[src/rtl/controle_medicao_hcsr04.sv]
`default_nettype none
//============================================================================
// Module      : controle_medicao_hcsr04
// Description : Measurement sequencer for the HC-SR04 ultrasonic interface.
//               Issues a one-cycle measure request every PERIODO cycles,
//               waits up to TIMEOUT cycles for the interface ready pulse,
//               captures the 12-bit BCD distance and pulses valida. A missing
//               echo resets the interface and retries; N_TENT consecutive
//               timeouts latch erro until ligar is dropped.
//               Optional macro LIMIAR_EN adds the presente output
//               (captured distance below LIMIAR).
// Revision    : 1.0 - initial release
//============================================================================
module controle_medicao_hcsr04 #(
    parameter int          PERIODO = 5000000,
    parameter int          TIMEOUT = 2500000,
    parameter int          N_TENT  = 3,
    parameter logic [11:0] LIMIAR  = 12'h010
) (
    input  logic        clock,
    input  logic        reset,
    input  logic        ligar,
    input  logic        pronto_sensor,
    input  logic [11:0] medida_sensor,
    output logic        medir,
    output logic        reset_sensor,
    output logic [11:0] distancia,
    output logic        valida,
    output logic        erro,
    output logic [3:0]  db_estado
`ifdef LIMIAR_EN
    ,
    output logic        presente
`endif
);

    // Counter widths: each counter only ever holds 0 .. LIMIT-1.
    localparam int c_W_PER = (PERIODO > 1) ? $clog2(PERIODO) : 1;
    localparam int c_W_TO  = (TIMEOUT > 1) ? $clog2(TIMEOUT) : 1;

    localparam logic [c_W_PER-1:0] c_PER_FIM = c_W_PER'(PERIODO - 1);
    localparam logic [c_W_TO-1:0]  c_TO_FIM  = c_W_TO'(TIMEOUT - 1);
    localparam logic [3:0]         c_N_TENT  = 4'(N_TENT);

    typedef enum logic [3:0] {
        ST_INICIAL  = 4'd0,
        ST_MEDE     = 4'd1,
        ST_AGUARDA  = 4'd2,
        ST_REGISTRA = 4'd3,
        ST_ESPERA   = 4'd4,
        ST_FALHA    = 4'd5,
        ST_ERRO     = 4'd6
    } estado_t;

    estado_t              r_estado;
    logic [c_W_PER-1:0]   r_cnt_periodo;
    logic [c_W_TO-1:0]    r_cnt_timeout;
    logic [3:0]           r_tentativas;

`ifndef LIMIAR_EN
    // Threshold is only meaningful with the presence comparator built in.
    logic w_unused_limiar;
    assign w_unused_limiar = ^LIMIAR;
`endif

    // State code is taken straight from the state register.
    assign db_estado = r_estado;

    // Sequencer: state, counters and all outputs. Outputs are assigned on
    // the edge that enters a state so they are high during that state.
    always_ff @(posedge clock or posedge reset) begin
        if (reset) begin
            r_estado      <= ST_INICIAL;
            r_cnt_periodo <= '0;
            r_cnt_timeout <= '0;
            r_tentativas  <= '0;
            medir         <= 1'b0;
            reset_sensor  <= 1'b0;
            distancia     <= 12'h000;
            valida        <= 1'b0;
            erro          <= 1'b0;
`ifdef LIMIAR_EN
            presente      <= 1'b0;
`endif
        end else begin
            // Single-cycle strobes default low.
            medir        <= 1'b0;
            reset_sensor <= 1'b0;
            valida       <= 1'b0;

            // Period counter free-runs outside INICIAL so request starts
            // stay PERIODO apart regardless of the outcome of a request.
            if (r_estado != ST_INICIAL) begin
                if (r_cnt_periodo == c_PER_FIM) begin
                    r_cnt_periodo <= '0;
                end else begin
                    r_cnt_periodo <= r_cnt_periodo + 1'b1;
                end
            end

            if (!ligar) begin
                // Disable abandons everything; distancia keeps its value.
                r_estado      <= ST_INICIAL;
                r_cnt_periodo <= '0;
                r_cnt_timeout <= '0;
                r_tentativas  <= '0;
                erro          <= 1'b0;
`ifdef LIMIAR_EN
                presente      <= 1'b0;
`endif
            end else begin
                case (r_estado)
                    ST_INICIAL: begin
                        r_cnt_periodo <= '0;
                        r_cnt_timeout <= '0;
                        r_tentativas  <= '0;
                        r_estado      <= ST_MEDE;
                        medir         <= 1'b1;
                    end

                    ST_MEDE: begin
                        // Timeout counter counts cycles since the request.
                        r_cnt_timeout <= r_cnt_timeout + 1'b1;
                        r_estado      <= ST_AGUARDA;
                    end

                    ST_AGUARDA: begin
                        if (pronto_sensor) begin
                            // A ready pulse on the timeout cycle still wins.
                            distancia <= medida_sensor;
                            valida    <= 1'b1;
                            r_estado  <= ST_REGISTRA;
`ifdef LIMIAR_EN
                            presente  <= (medida_sensor < LIMIAR);
`endif
                        end else if (r_cnt_timeout == c_TO_FIM) begin
                            reset_sensor <= 1'b1;
                            r_tentativas <= r_tentativas + 1'b1;
                            r_estado     <= ST_FALHA;
                        end else begin
                            r_cnt_timeout <= r_cnt_timeout + 1'b1;
                        end
                    end

                    ST_REGISTRA: begin
                        r_tentativas <= '0;
                        r_estado     <= ST_ESPERA;
                    end

                    ST_FALHA: begin
                        // r_tentativas already includes this failure.
                        if (r_tentativas == c_N_TENT) begin
                            erro     <= 1'b1;
                            r_estado <= ST_ERRO;
`ifdef LIMIAR_EN
                            presente <= 1'b0;
`endif
                        end else begin
                            r_estado <= ST_ESPERA;
                        end
                    end

                    ST_ESPERA: begin
                        if (r_cnt_periodo == c_PER_FIM) begin
                            r_cnt_periodo <= '0;
                            r_cnt_timeout <= '0;
                            medir         <= 1'b1;
                            r_estado      <= ST_MEDE;
                        end
                    end

                    ST_ERRO: begin
                        // Held until ligar drops or reset.
                        erro <= 1'b1;
                    end

                    default: begin
                        r_estado      <= ST_INICIAL;
                        r_cnt_periodo <= '0;
                        r_cnt_timeout <= '0;
                        r_tentativas  <= '0;
                        erro          <= 1'b0;
`ifdef LIMIAR_EN
                        presente      <= 1'b0;
`endif
                    end
                endcase
            end
        end
    end

endmodule
`default_nettype wire

[config.mk]
export PLATFORM = sky130hd
export DESIGN_NAME = controle_medicao_hcsr04
export DESIGN_NICKNAME = d
export VERILOG_FILES = /design/src/rtl/controle_medicao_hcsr04.sv
export SDC_FILE = /design/constraint.sdc
export NUM_CORES = 1
export LEC_CHECK = 0
export CORE_ASPECT_RATIO = 0.75
export CORE_MARGIN = 8
export CORE_UTILIZATION = 50
export DETAILED_ROUTE_END_ITERATION = 6
export GPL_ROUTABILITY_DRIVEN = 0
export MAX_ROUTING_LAYER = met4
export PLACE_DENSITY = 0.74
export SYNTH_ARGS = -nofsm -noshare
export SYNTH_HDL_FRONTEND = slang
export SYNTH_SLANG_ARGS = --single-unit
export TNS_END_PERCENT = 1
[constraint.sdc]
create_clock -name clock -period 2.2 [get_ports clock]
set_input_delay 0.44 -clock clock [delete_from_list [all_inputs] [get_ports clock]]
set_output_delay 0.44 -clock clock [all_outputs]
set_load 0.01 [all_outputs]
== Word level (Yosys, flattened, before mapping) ==
Index checks and enable logic that the tools add are counted.
Word-level totals
  output and inout bits: 20
  word-level logic and storage cells: 75
  input bits: 16
  flip-flop bits (word level): 69
Operators by class
  reduce and logical (&&, ||, !) cells: 11
  multiplexer cells: 33
  $add $sub $neg: 3
  equality and inequality tests: 19
Operators with widths (count)
  2-to-1 mux 23 bit: 4
  2-to-1 mux 22 bit: 4
  one-hot mux 22 bit (4 select lines): 1
  one-hot mux 23 bit (2 select lines): 1
  2-to-1 mux 4 bit: 7
  one-hot mux 4 bit (7 select lines): 1
  adder 23 x 1 -> 23 bit (second input constant): 1
  equality test 23 bit (second input constant): 1
  adder 22 x 1 -> 22 bit (second input constant): 1
  equality test 22 bit (second input constant): 1
  inequality test 3 bit (second input constant): 5
  equality test 4 x 2 -> 1 bit (second input constant): 3
  equality test 4 x 3 -> 1 bit (second input constant): 3
  2-to-1 mux 1 bit: 11
  OR reduction 5 bit: 2
  AND reduction 3 bit: 3
  inequality test 2 bit (second input constant): 4
  one-hot mux 4 bit (2 select lines): 1
  adder 4 x 1 -> 4 bit (second input constant): 1
  equality test 4 x 1 -> 1 bit (second input constant): 1
  logical NOT 4 bit: 1
  inequality test 4 bit (second input constant): 1
  AND reduction 4 bit: 1
  nonzero test 4 bit: 1
  other kinds (6): 6

== Depth between registers and ports, before layout ==
  word-level depth: 6
  depth in mapped cells: 8

== Worst setup path before layout ==
No wires, ideal clock.
  path kind: register to register
  from: reg r_cnt_periodo[17]
  to: reg r_cnt_timeout[6]
  required time: 2063 ps
  setup slack: -37 ps
  clock period less this slack: 2237 ps
  arrival: 2100 ps
  library setup time: 137 ps
  cell stages (with the launch flop): 7
  path through: dfrtp_1 or4b_1 or4_4 o21ba_4 buf_6 o31ai_2 o41ai_1
On the way
  longest elaborated chain between the ends: 3
Ends and longest elaborated chain
  start, declared: line 56  | logic [c_W_PER-1:0] r_cnt_periodo;
  start signal, assigned: line 97  | r_cnt_periodo <= r_cnt_periodo + 1'b1;
  equality test 23 bit: line 164  | if (r_cnt_periodo == c_PER_FIM) begin
  inequality test 3 bit (no source line)
  AND reduction 4 bit (no source line)
  end signal, assigned: line 123  | r_cnt_timeout <= r_cnt_timeout + 1'b1;
  end signal, assigned: line 141  | r_cnt_timeout <= r_cnt_timeout + 1'b1;
  end, declared: line 57  | logic [c_W_TO-1:0] r_cnt_timeout;
No other way between the ends.
A chain may end at the register's enable or synchronous reset.

== Worst setup path in the final report ==
  from: reg r_cnt_periodo[17]
  to: reg r_cnt_timeout[12]
Same word-level chain as after synthesis.

==> impl_metrics.env <==
export IMPL_dieHeight_um=90.3
export IMPL_drc=0
export IMPL_root_buffer="clkbuf_8"
export IMPL_status="finished clean"
export IMPL_rows=27
export IMPL_ctsLongestPathBuffers=2
export IMPL_p_leak_uw=0.00189
export IMPL_io_buffers=34
export IMPL_clk_latency_ns=0.35
export IMPL_nets=465
export IMPL_ir_drop_v=0.000433
export IMPL_period_share=0.998
export IMPL_drt_iter0_drc=276
export IMPL_crit_type="reg -> reg"
export IMPL_cp_data_arrival_time_ns=2.41
export IMPL_setup_violations=0
export IMPL_drv_slew=0
export IMPL_synth_top_cell_area_share=0.462
export IMPL_synth_common_cells="dfrtp_1, nor2_1, nand2_1"
export IMPL_layout_min_cycle_time_ns=2.20
export IMPL_die_area_um2=10400
export IMPL_detail_route_wl_per_cell_um=16.1
export IMPL_hold_ws_ns=0.468
export IMPL_ys_ff_latch=68
export IMPL_rsz0062_at_grt="true"
export IMPL_grt_overflow=0
export IMPL_worst_pin_slew_ns=0.668
export IMPL_antenna_left=0
export IMPL_drive_above_1_share=0.228
export IMPL_synthTopCellsByArea="dfrtp_1, o31ai_2, nor2_1"
export IMPL_htreeDepth=3
export IMPL_finalWirelength_mm=8.88
export IMPL_grtUsageTotal=0.180
export IMPL_fill_cells=588
export IMPL_drtPass1Iterations=4
export IMPL_fmax_mhz=456
export IMPL_max_cap_violations=0
export IMPL_cp_start_kind="flip-flop"
export IMPL_synth_most_common_cell="dfrtp_1"
export IMPL_via_per_inst=5.70
export IMPL_worstPathMaxFanout=6
export IMPL_synthesis_nets=397
export IMPL_hp_class="reg -> reg"
export IMPL_skew_ns=0.00892
export IMPL_cts_hold_buf=0
export IMPL_worstPathRequired_ns=2.42
export IMPL_slew_headroom=0.550
export IMPL_yosysUniqueCellTypes=54
export IMPL_power_density_nw_per_um2=694
export IMPL_synth_main_ff_cell="dfrtp_1"
export IMPL_dr_wl_met2_mm=3.97
export IMPL_antenna_found_initial=0
export IMPL_synth_largest_area_cell="dfrtp_1"
export IMPL_finalNonFillerCells=552
export IMPL_synth_edf_count=0
export IMPL_grt_max_degree=69
export IMPL_cts_tree="done"
export IMPL_met3WireLength_um=638
export IMPL_wl_met1_mm=4.20
export IMPL_path_clk_slew_ns=0.08
export IMPL_antenna_cells=0
export IMPL_grt_pass1_wl_mm=14.6
export IMPL_r2r_slack_ns=0.005
export IMPL_syn2layout_area_growth_pct=28.9
export IMPL_grt_pass1_vias=2966
export IMPL_yosysWarnings=0
export IMPL_async_reset_ff_frac=1.00
export IMPL_highest_layer="met4"
export IMPL_cts_sinks=68
export IMPL_critPathCaptureType="flip-flop"
export IMPL_vias=3147
export IMPL_dp_cells=534
export IMPL_syn_area_um2=3680
export IMPL_yosysSeqAreaShare=0.462
export IMPL_synthCells=378
export IMPL_hpwl_mm=5.99
export IMPL_start_util=0.510
export IMPL_core_area_um2=7230
export IMPL_die_w_um=115
export IMPL_cts_inserted_buffers=9
export IMPL_finalHoldViolations=0
export IMPL_io_pins=36
export IMPL_syn_avg_cell_area_um2=9.74
==> cell type report <==
type,count,area (um^2),area share
well taps,101,126,0.0266
inverters,8,30.0,0.00632
clock inverters,7,98.8,0.0208
clock buffers,9,124,0.0261
repair buffers,77,713,0.150
flip-flops and latches,68,1700,0.359
multi-input cells,282,1950,0.411
==> cells in the final DEF (no fill, tap or decap), types with 3 or more instances in the layout <==
cell and count:
o21ba_4 3, xnor2_1 15, a211oi_1 3, inv_1 7
nand4_1 11, buf_4 39, nand2b_1 3, o31ai_1 9
clkbuf_8 9, and4_1 3, nor2_1 40, nand3_1 19
and3_1 6, o41ai_1 7, buf_12 4, o211ai_1 3
ha_1 3, o21ai_0 14, xor2_1 6, dfrtp_1 67
clkdlybuf4s50_1 34, and2_1 4, o31ai_2 14, mux2_2 12
nand2_1 30, a41oi_1 4, a31oi_1 5, or3_1 4
nor2b_1 4, o21ai_1 7, a21oi_1 7, nor3_1 9
nor4_1 5
==> metrics by stage <==
stage | util | TNS (ns) | total power [uW] | worst slack (ns) | instance area, um^2
3_5_place_dp | 0.612 | -0.252 | 2170 | -0.0733 | 4430
6_report | 0.657 | 0 | 3300 | 0.00494 | 4750
5_1_grt | 0.657 | -0.730 | 3470 | -0.0656 | 4750
2_1_floorplan | - | 0 | 1780 | 0.00505 | 3690
3_3_place_gp | 0.612 | -0.00717 | 2150 | -0.00717 | 4430
4_1_cts | 0.647 | -0.105 | 3320 | -0.0169 | 4680
==> what timing repair did <==
action,in CTS,in global routing
buffers inserted,0,0
pin swaps,1,6
gates cloned,2,0
resized for setup,2,14
endpoints found under the setup margin,21,47
==> sequential cells by signal (all words and copies together), names as in the netlist <==
name / cells
reset_sensor: 1
r_tentativas: 4
medir: 1
r_cnt_periodo: 23
valida: 1
erro: 1
distancia: 12
r_cnt_timeout: 22
db_estado: 3
==> routing by layer <==
metal / GRT usage / vias to the layer above
met5: - / -
met4: 0.0469 / 0
met3: 0.0548 / 9
met2: 0.251 / 103
met1: 0.249 / 1506
li1: - / 1529
==> cells by family after synthesis <==
| group | count (synthesis) | synth area share |
|---|---|---|
| flops | 68 | 0.462 |
| fa+ha+maj | 3 | 0.0102 |
| other cells | 1 | 0.00102 |
| simple gates | 157 | 0.221 |
| buf+inv | 30 | 0.0387 |
| xor+xnor | 21 | 0.0499 |
| mux | 14 | 0.0421 |
| compound gates | 84 | 0.175 |
==> worst paths after layout <==
| path | start | endpoint | depth (start not counted) |
|---|---|---|---|
| worst max-delay path | r_cnt_periodo[17]$_DFF_PP0_ | r_cnt_timeout[12]$_DFFE_PP0P_ | 5 |
| worst min register to register | r_cnt_periodo[0]$_DFF_PP0_ | r_cnt_periodo[0]$_DFF_PP0_ | 1 |
| worst min-delay path | r_cnt_periodo[0]$_DFF_PP0_ | r_cnt_periodo[0]$_DFF_PP0_ | 1 |
| max in group asynchronous | reset | r_cnt_timeout[0]$_DFFE_PP0P_ | 3 |
| worst max register to register | r_cnt_periodo[17]$_DFF_PP0_ | r_cnt_timeout[12]$_DFFE_PP0P_ | 5 |
| min in group asynchronous | reset | distancia[5]$_DFFE_PP0P_ | 3 |
==> power breakdown <==
group / switching [uW] / internal (uW)
combinational: 314 / 394
sequential: 72.2 / 1370
clock: 504 / 643
==> critical path, stage by stage, from the launching register on <==
cell and delay (ns):
dfrtp_1 0.39, or4b_4 0.54, or4_4 0.49, o21ba_4 0.30, o31ai_1 0.23, o21ai_0 0.12
No activity file was read; power rests on OpenSTA's default activity.
